==> src/rtl/vga_fb_arbiter.sv <==
// Shares one single-port framebuffer RAM between CPU accesses and a VGA prefetch FIFO.
// VGA refills take priority below the low watermark; otherwise CPU requests use the free slots.
module vga_fb_arbiter #(
   parameter int AW         = 14,
   parameter int DW         = 32,
   parameter int FB_WORDS   = 9600,
   parameter int FIFO_DEPTH = 4,
   parameter int LOW_WM     = 2
) (
   input  logic          Clock,
   input  logic          Rst,
   input  logic          CpuReq,
   input  logic          CpuWrEn,
   input  logic [AW-1:0] CpuAddr,
   input  logic [DW-1:0] CpuWrData,
   output logic          CpuAck,
   output logic [DW-1:0] CpuRdData,
   output logic          CpuRdValid,
   input  logic          VgaStart,
   input  logic          VgaPop,
   output logic [DW-1:0] VgaData,
   output logic          VgaEmpty,
   output logic          VgaUnderrun,
   output logic          MemEn,
   output logic          MemWrEn,
   output logic [AW-1:0] MemAddr,
   output logic [DW-1:0] MemWrData,
   input  logic [DW-1:0] MemRdData
);

   localparam int PW = (FIFO_DEPTH > 1) ? $clog2(FIFO_DEPTH) : 1;
   localparam int CW = PW + 1;
   localparam int LW = CW + 1;
   localparam logic [AW-1:0] LAST_ADDR = AW'(FB_WORDS - 1);
   localparam logic [LW-1:0] LOW_LVL   = LW'(LOW_WM);
   localparam logic [LW-1:0] FULL_LVL  = LW'(FIFO_DEPTH);
   localparam logic [CW-1:0] FULL_CNT  = CW'(FIFO_DEPTH);

   typedef enum logic [1:0] {GNT_IDLE, GNT_CPU, GNT_VGA} grant_t;

   grant_t          gnt;
   logic            fetch_en;
   logic [AW-1:0]   fetch_ptr;
   logic            vga_rd_vld_p1;
   logic            cpu_rd_vld_p1;
   logic [DW-1:0]   fifo_mem [FIFO_DEPTH];
   logic [PW-1:0]   wr_ptr;
   logic [PW-1:0]   rd_ptr;
   logic [CW-1:0]   count;
   logic [DW-1:0]   head_q;
   logic            underrun_q;

   logic [LW-1:0]   lvl;
   logic            push;
   logic            pop;
   logic [CW-1:0]   cnt_after_pop;
   logic [CW-1:0]   cnt_nxt;
   logic [PW-1:0]   rd_ptr_nxt;
   logic [DW-1:0]   head_nxt;

   // Occupancy counts the outstanding VGA read so refills never exceed FIFO capacity.
   assign lvl = LW'(count) + LW'(vga_rd_vld_p1);

   always_comb begin
      gnt = GNT_IDLE;
      if (!Rst) begin
         if (fetch_en && (lvl < LOW_LVL))
            gnt = GNT_VGA;
         else if (CpuReq)
            gnt = GNT_CPU;
         else if (fetch_en && (lvl < FULL_LVL))
            gnt = GNT_VGA;
      end
   end

   assign MemEn     = (gnt != GNT_IDLE);
   assign MemWrEn   = (gnt == GNT_CPU) && CpuWrEn;
   assign MemAddr   = (gnt == GNT_CPU) ? CpuAddr : fetch_ptr;
   assign MemWrData = CpuWrData;
   assign CpuAck    = (gnt == GNT_CPU);

   assign CpuRdValid  = cpu_rd_vld_p1;
   assign CpuRdData   = cpu_rd_vld_p1 ? MemRdData : '0;
   assign VgaData     = head_q;
   assign VgaEmpty    = (count == '0);
   assign VgaUnderrun = underrun_q;

   // A frame restart discards the read returning this cycle; popping an empty FIFO does nothing.
   assign push = vga_rd_vld_p1 && !VgaStart;
   assign pop  = VgaPop && (count != '0) && !VgaStart;

   always_comb begin
      cnt_after_pop = count - CW'(pop);
      cnt_nxt       = cnt_after_pop + CW'(push);
      rd_ptr_nxt    = rd_ptr + PW'(pop);
      head_nxt      = head_q;
      if (cnt_nxt != '0)
         head_nxt = (cnt_after_pop == '0) ? MemRdData : fifo_mem[rd_ptr_nxt];
   end

   // ---- stage p1: RAM returns data for the previous cycle's grant ----
   always_ff @(posedge Clock) begin
      if (Rst) begin
         fetch_en      <= 1'b0;
         fetch_ptr     <= '0;
         vga_rd_vld_p1 <= 1'b0;
         cpu_rd_vld_p1 <= 1'b0;
         wr_ptr        <= '0;
         rd_ptr        <= '0;
         count         <= '0;
         underrun_q    <= 1'b0;
         head_q        <= '0;
      end else begin
         cpu_rd_vld_p1 <= (gnt == GNT_CPU) && !CpuWrEn;
         if (VgaStart) begin
            fetch_en      <= 1'b1;
            fetch_ptr     <= '0;
            vga_rd_vld_p1 <= 1'b0;
            wr_ptr        <= '0;
            rd_ptr        <= '0;
            count         <= '0;
            underrun_q    <= 1'b0;
         end else begin
            vga_rd_vld_p1 <= (gnt == GNT_VGA);
            if (gnt == GNT_VGA) begin
               if (fetch_ptr == LAST_ADDR) begin
                  fetch_ptr <= '0;
                  fetch_en  <= 1'b0;
               end else begin
                  fetch_ptr <= fetch_ptr + AW'(1);
               end
            end
            if (push)
               wr_ptr <= wr_ptr + PW'(1);
            rd_ptr <= rd_ptr_nxt;
            count  <= cnt_nxt;
            head_q <= head_nxt;
            if (VgaPop && (count == '0))
               underrun_q <= 1'b1;
         end
      end
   end

   always_ff @(posedge Clock) begin
      if (push)
         fifo_mem[wr_ptr] <= MemRdData;
   end

   always_ff @(posedge Clock) begin
      if (!Rst)
         assert (!(push && !pop && (count == FULL_CNT)));
   end

endmodule

==> config.mk <==
export PLATFORM = sky130hd
export DESIGN_NAME = vga_fb_arbiter
export DESIGN_NICKNAME = d
export VERILOG_FILES = /design/src/rtl/vga_fb_arbiter.sv
export SDC_FILE = /design/constraint.sdc
export NUM_CORES = 1
export LEC_CHECK = 0
export BUFFER_PORTS_ARGS = -buffer_cell sky130_fd_sc_hd__buf_2
export CORE_MARGIN = 8
export CORE_UTILIZATION = 53
export DETAILED_ROUTE_END_ITERATION = 6
export PLACE_DENSITY = 0.88
export SETUP_SLACK_MARGIN = 0.1
export SYNTH_ARGS = -nofsm -noshare
export SYNTH_HDL_FRONTEND = slang
export SYNTH_SLANG_ARGS = --single-unit
==> constraint.sdc <==
create_clock -name Clock -period 2.8 [get_ports Clock]
set_input_delay 0.28 -clock Clock [delete_from_list [all_inputs] [get_ports Clock]]
set_output_delay 0.28 -clock Clock [all_outputs]
set_load 0.1 [all_outputs]
; ---- Word level (Yosys, flattened, before mapping)
; Memories as Yosys holds them, arrays and structs flattened.
; Index checks and enable logic that the tools add are counted.
[word_totals]
ramBits = 128
wordCells = 55
ff_bits = 57
mem_count = 1
[mem_list]
columns = memory, words, width, rd, rd_clocked_by_memory_dff, write_ports, line_no
row1 = fifo_mem, 4, 32, 1, 0, 1, 46  ; logic [DW-1:0] fifo_mem [FIFO_DEPTH];
[classes]
n_bitwise = 1
n_lt_le_gt_ge = 2
n_addsub = 6
muxes = 13
reduce_logical = 20
n_eq_ne = 3
[op_table]
columns = cell, count
row1 = $mux W32, 2
row2 = $mux W14, 2
row3 = $add A14 B1 Y14 const B, 1
row4 = $eq A14 B14 Y1 const B, 1
row5 = $logic_and A1 B1 Y1, 8
row6 = $mux W2, 4
row7 = $logic_not A3 Y1, 2
row8 = $reduce_bool A2 Y1, 3
row9 = $reduce_bool A3 Y1, 2
row10 = $mux W1, 5
row11 = $add A3 B1 Y4, 1
row12 = $lt A4 B2 Y1 const B, 1
row13 = $lt A4 B3 Y1 const B, 1
row14 = $reduce_and A2 Y1, 2
row15 = $add A3 B1 Y3, 1
row16 = $sub A3 B1 Y3, 1
row17 = $add A2 B1 Y2, 1
row18 = $add A2 B1 Y2 const B, 1
row19 = $eq A2 B1 Y1 const B, 1
row20 = $eq A2 B2 Y1 const B, 1
row21 = $logic_not A1 Y1, 2
row22 = $reduce_or A2 Y1, 1
row23 = $not A1 Y1, 1

; ---- Logic depth before layout (Yosys ltp)
[logic_depth]
ltp_word = 10
depth_mapped = 11
depth_no_buf = 10

; ---- Worst setup path before layout
; Ideal clock, no wire load.
[synth_timing]
path_kind = reg2reg
start = register count[1]
end = register head_q[13], in the netlist VgaData[13]
path_slack_ps = -1597
period_less_slack_ps = 4397
setup_time_ps = 71
arrival_ps = 4326
stages_incl_launch_ff = 12
n_path_buf = 1
required_ps = 2729
cell_sequence = dfxtp_1 -> nor3_1 -> nor3b_1 -> ha_1 -> ha_1 -> inv_1 -> ha_1 -> xnor3_1 -> a21oi_4 -> buf_6 -> o21ai_0 -> a21oi_1
[synth_via]
elab_chain_cells = 7
word_cells_on_any_way = 11
[synth_rtl]
columns = element, line_no
row1 = "start, declared", 49  ; logic [CW-1:0] count;
row2 = "start signal, assigned", 136  ; count <= cnt_nxt;
row3 = $reduce_bool A3 Y1, 90  ; assign pop = VgaPop && (count != '0) && !VgaStart;
row4 = $logic_and A1 B1 Y1 (2 in a row), 90
row5 = $sub A3 B1 Y3, 93  ; cnt_after_pop = count - CW'(pop);
row6 = $add A3 B1 Y3, 94  ; cnt_nxt = cnt_after_pop + CW'(push);
row7 = $reduce_bool A3 Y1, 97  ; if (cnt_nxt != '0)
row8 = $reduce_and A2 Y1 (no source line), -
row9 = "end signal, assigned", 137  ; head_q <= head_nxt;
row10 = "end, declared", 50  ; logic [DW-1:0] head_q;
; Parallel ways exist; a longest one is shown, timed or not.
; A chain may end at the register's enable or synchronous reset.

; ---- Worst setup path after layout
[layout_timing]
start = register vga_rd_vld_p1
end = output MemAddr[8]
[layout_via]
elab_chain_cells = 9
word_cells_on_any_way = 11
[layout_rtl]
columns = element, line_no
row1 = "start, declared", 44  ; logic vga_rd_vld_p1;
row2 = "start signal, assigned", 124  ; vga_rd_vld_p1 <= (gnt == GNT_VGA);
row3 = $add A3 B1 Y4 *, 62  ; assign lvl = LW'(count) + LW'(vga_rd_vld_p1);
row4 = $lt A4 B3 Y1, 71  ; else if (fetch_en && (lvl < FULL_LVL))
row5 = $logic_and A1 B1 Y1, 71
row6 = $mux W2, 71
row7 = $mux W2, 69  ; else if (CpuReq)
row8 = $mux W2 *, 67  ; if (fetch_en && (lvl < LOW_LVL))
row9 = $mux W2 *, 66  ; if (!Rst) begin
row10 = $eq A2 B1 Y1 *, 78  ; assign MemAddr = (gnt == GNT_CPU) ? CpuAddr : fetch_ptr;
row11 = $mux W14 *, 78
row12 = "end, declared", 26  ; output logic [AW-1:0] MemAddr,
; Every way passes the cells marked *; elsewhere a longest branch is shown, timed or not.

==> results.md <==
- Unrepaired setup endpoints after global routing: no
- Clock tree buffer depth: 2
- Synth cell types: 37
- Worst min-delay path class: in -> reg
- Avg Cell Area, Syn: 14.76 um^2
- Drt first pass iters: 5
- Final core utilization: 0.6619
- Initial drt markers: 423
- Clock slew seen by the registers of the worst setup and hold paths: 0.07 ns
- CP Class: reg -> out
- Cell taking the most area after synthesis: edfxtp_1
- Largest net degree at the start of global routing: 37
- Top Family by Delay on Critical Path: flip-flops
- Leak Pwr: 3.542 nW
- Tcrit/Tclk final: 0.9541
- Initial antenna violation count: 2
- Startpoint Class: flip-flop
- Final wirelength: 18,500 um
- Worst-path maximum fanout: 10
- Die area: 19,180 um^2
- Status: complete, no violations
- DR vias: 5,033
- Die W: 138.5 um
- CTS Sinks: 185
- Min Tclk post-route: 2.672 ns
- Final worst slack: 0.1285 ns
- Critical Path RT: 2.52 ns
- Most common cell after layout, fill and taps aside: edfxtp_1
- Inserted Clock Buffers: 17
- Via density: 5.859
- Max incr delay on CP: 0.35 ns
- Initial Utilization: 0.5452
- Peak VDD IR: 0.4389 mV
- # DRC: 0
- Synth top area share: 0.4832
- Avg WL per Cell: 21.53 um
- TritonCTS clock tree: built
- Data arrival time of the worst path: 2.39 ns
- Bufs and invs on worst path: 2
- Design Area, Final: 9657 um^2
- Most frequent cells in the layout: edfxtp_1, buf_2, dfxtp_1
- Die height: 138.5 um
- Max-slew violations: 0
- Pre-CTS WS: 0.1973 ns
- CP max-delay cell: dfxtp_4
- Global-route wire length before repair: 28,920 um
- Crit-path cells: and2_1 -> ha_2 -> xnor2_2 -> nand3_2 -> o211a_4 -> buf_12 -> mux2_4 -> buf_12
- # port buffers: 135
- Most Frequent Cell on Critical Path: buf_12
- Final GP Congestion: 0.8135
- Worst-Margin Slew: 0.6075 ns
- Syn Nets: 634
- Post-Syn Instances: 539
- I/O Pins: 200
- Slew headroom: 0.5925
- Layout overhead on the synthesized area: 21.41%
- H-tree levels: 4
- Yosys warns: 0
- Rows: 44
- Core Box Area: 14,590 um^2
- Pwr Density: 633.1 nW/um^2
- Max-Cap Viols: 0
- Total track usage: 0.1911
- Fin nets: 756
- Fin Clk Skew: 0.009093 ns
- ANT nets after route: 0
- Clock Latency Late Sink: 0.44 ns
- Finish-stage setup viols: 0
- Layout cells sized above 1: 0.3917
- Post-DP HPWL: 11,940 um
- Max Fclk: 374.3 MHz
- Vias in the first global route: 5,252
- Mapped cell area: 7954 um^2
- Fin. Hold Viols: 0
- Area of placed instances: 8861 um^2
- Register area share after synthesis: 0.6267
- Ranking of synthesized cells by area: edfxtp_1, dfxtp_1, mux4_2
- Total congestion overflow: 0
- Yosys reg bits: 185
- Worst Setup End Kind: primary output
- Clock Tree Root: clkbuf_16
registers in the layout, indices dropped and copies added, names as in the netlist:
name,count
fetch_en,1
wr_ptr,2
vga_rd_vld_p1,1
rd_ptr,2
fetch_ptr,14
CpuRdValid,1
VgaUnderrun,1
fifo_mem,128
count,3
VgaData,32
synthesized netlist by cell type, drive strengths merged:
| library cell | instances |
|---|---|
| edfxtp | 128 |
| dfxtp | 57 |
| buf | 52 |
| a21oi | 47 |
| and2 | 42 |
| o21ai | 35 |
| mux2i | 34 |
| mux4 | 32 |
| mux2 | 14 |
| ha | 11 |
| o31ai | 11 |
| inv | 10 |
| or4 | 10 |
| clkbuf | 9 |
| nand3 | 9 |
| nor2 | 9 |
| nand4 | 6 |
| nand2 | 4 |
| xnor2 | 3 |
| and4 | 2 |
| nor2b | 2 |
| nor3b | 2 |
| or3 | 2 |
| xor2 | 2 |
| a31oi | 1 |
| nand2b | 1 |
| nor3 | 1 |
| nor4bb | 1 |
| o211a | 1 |
| xnor3 | 1 |
final timing paths:
kind / from / end / slack, ns / cells after the start
worst min-delay path: Rst / fetch_en / 0.05 / 2
worst max register to register: count[2] / VgaData[31] / 0.28 / 11
worst max-delay path: vga_rd_vld_p1 / MemAddr[8] / 0.13 / 8
worst min register to register: fetch_en / fetch_en / 0.51 / 2
cell type report:
class | instances | area, um^2
Antenna cell | 1 | 2.502
Clock buffer | 18 | 439.2
Clock inverter | 14 | 193.9
Fill cell | 975 | 4932
Inverter | 10 | 37.54
Multi-Input combinational cell | 284 | 2639
Sequential cell | 185 | 4992
Tap cell | 184 | 230.2
Timing Repair Buffer | 163 | 1122
kinds of logic after synthesis:
logic type	after synthesis	synth area share
mux	80	0.1560
buf+inv	71	0.05600
simple gates	91	0.06953
fa+ha+maj	11	0.01730
flops	185	0.6267
xor+xnor	6	0.008338
compound gates	95	0.06607
per-stage QoR:
step | hold WS [ns] | total power, mW | std cells | setup TNS [ns]
CTS | 0.03999 | 6.133 | 851 | 0
finish | 0.05049 | 6.114 | 859 | 0
detailed placement | 0.4539 | 3.610 | 815 | 0
floorplan | 0.3491 | 3.659 | 539 | -3.113
global placement | 0.4545 | 3.591 | 815 | 0
global route | 0.06461 | 6.276 | 859 | 0
where the power goes:
| part | total (mW) | switching, mW | internal (mW) |
|---|---|---|---|
| Clock | 2.54 | 1.02 | 1.52 |
| Sequential | 2.96 | 0.0154 | 2.95 |
| Combinational | 0.609 | 0.454 | 0.155 |
what timing repair did:
item,4_1_cts,5_1_grt
pin swaps,3,4
gates resized for setup,16,4
setup endpoints to repair,16,23
cloned,1,0
hold buffers,1,0
buffers inserted,2,7
endpoints found under the hold margin,1,0
layer usage:
metal  routed length, um  vias to the layer above  global-route usage
li1                    -                     2268                   -
met1                6970                     2516              0.2100
met2                9805                      196              0.3318
met3                1288                       51             0.05582
met4                 419                        2             0.09325
met5                  13                        -                   0
No activity file was read; power rests on OpenSTA's default activity.
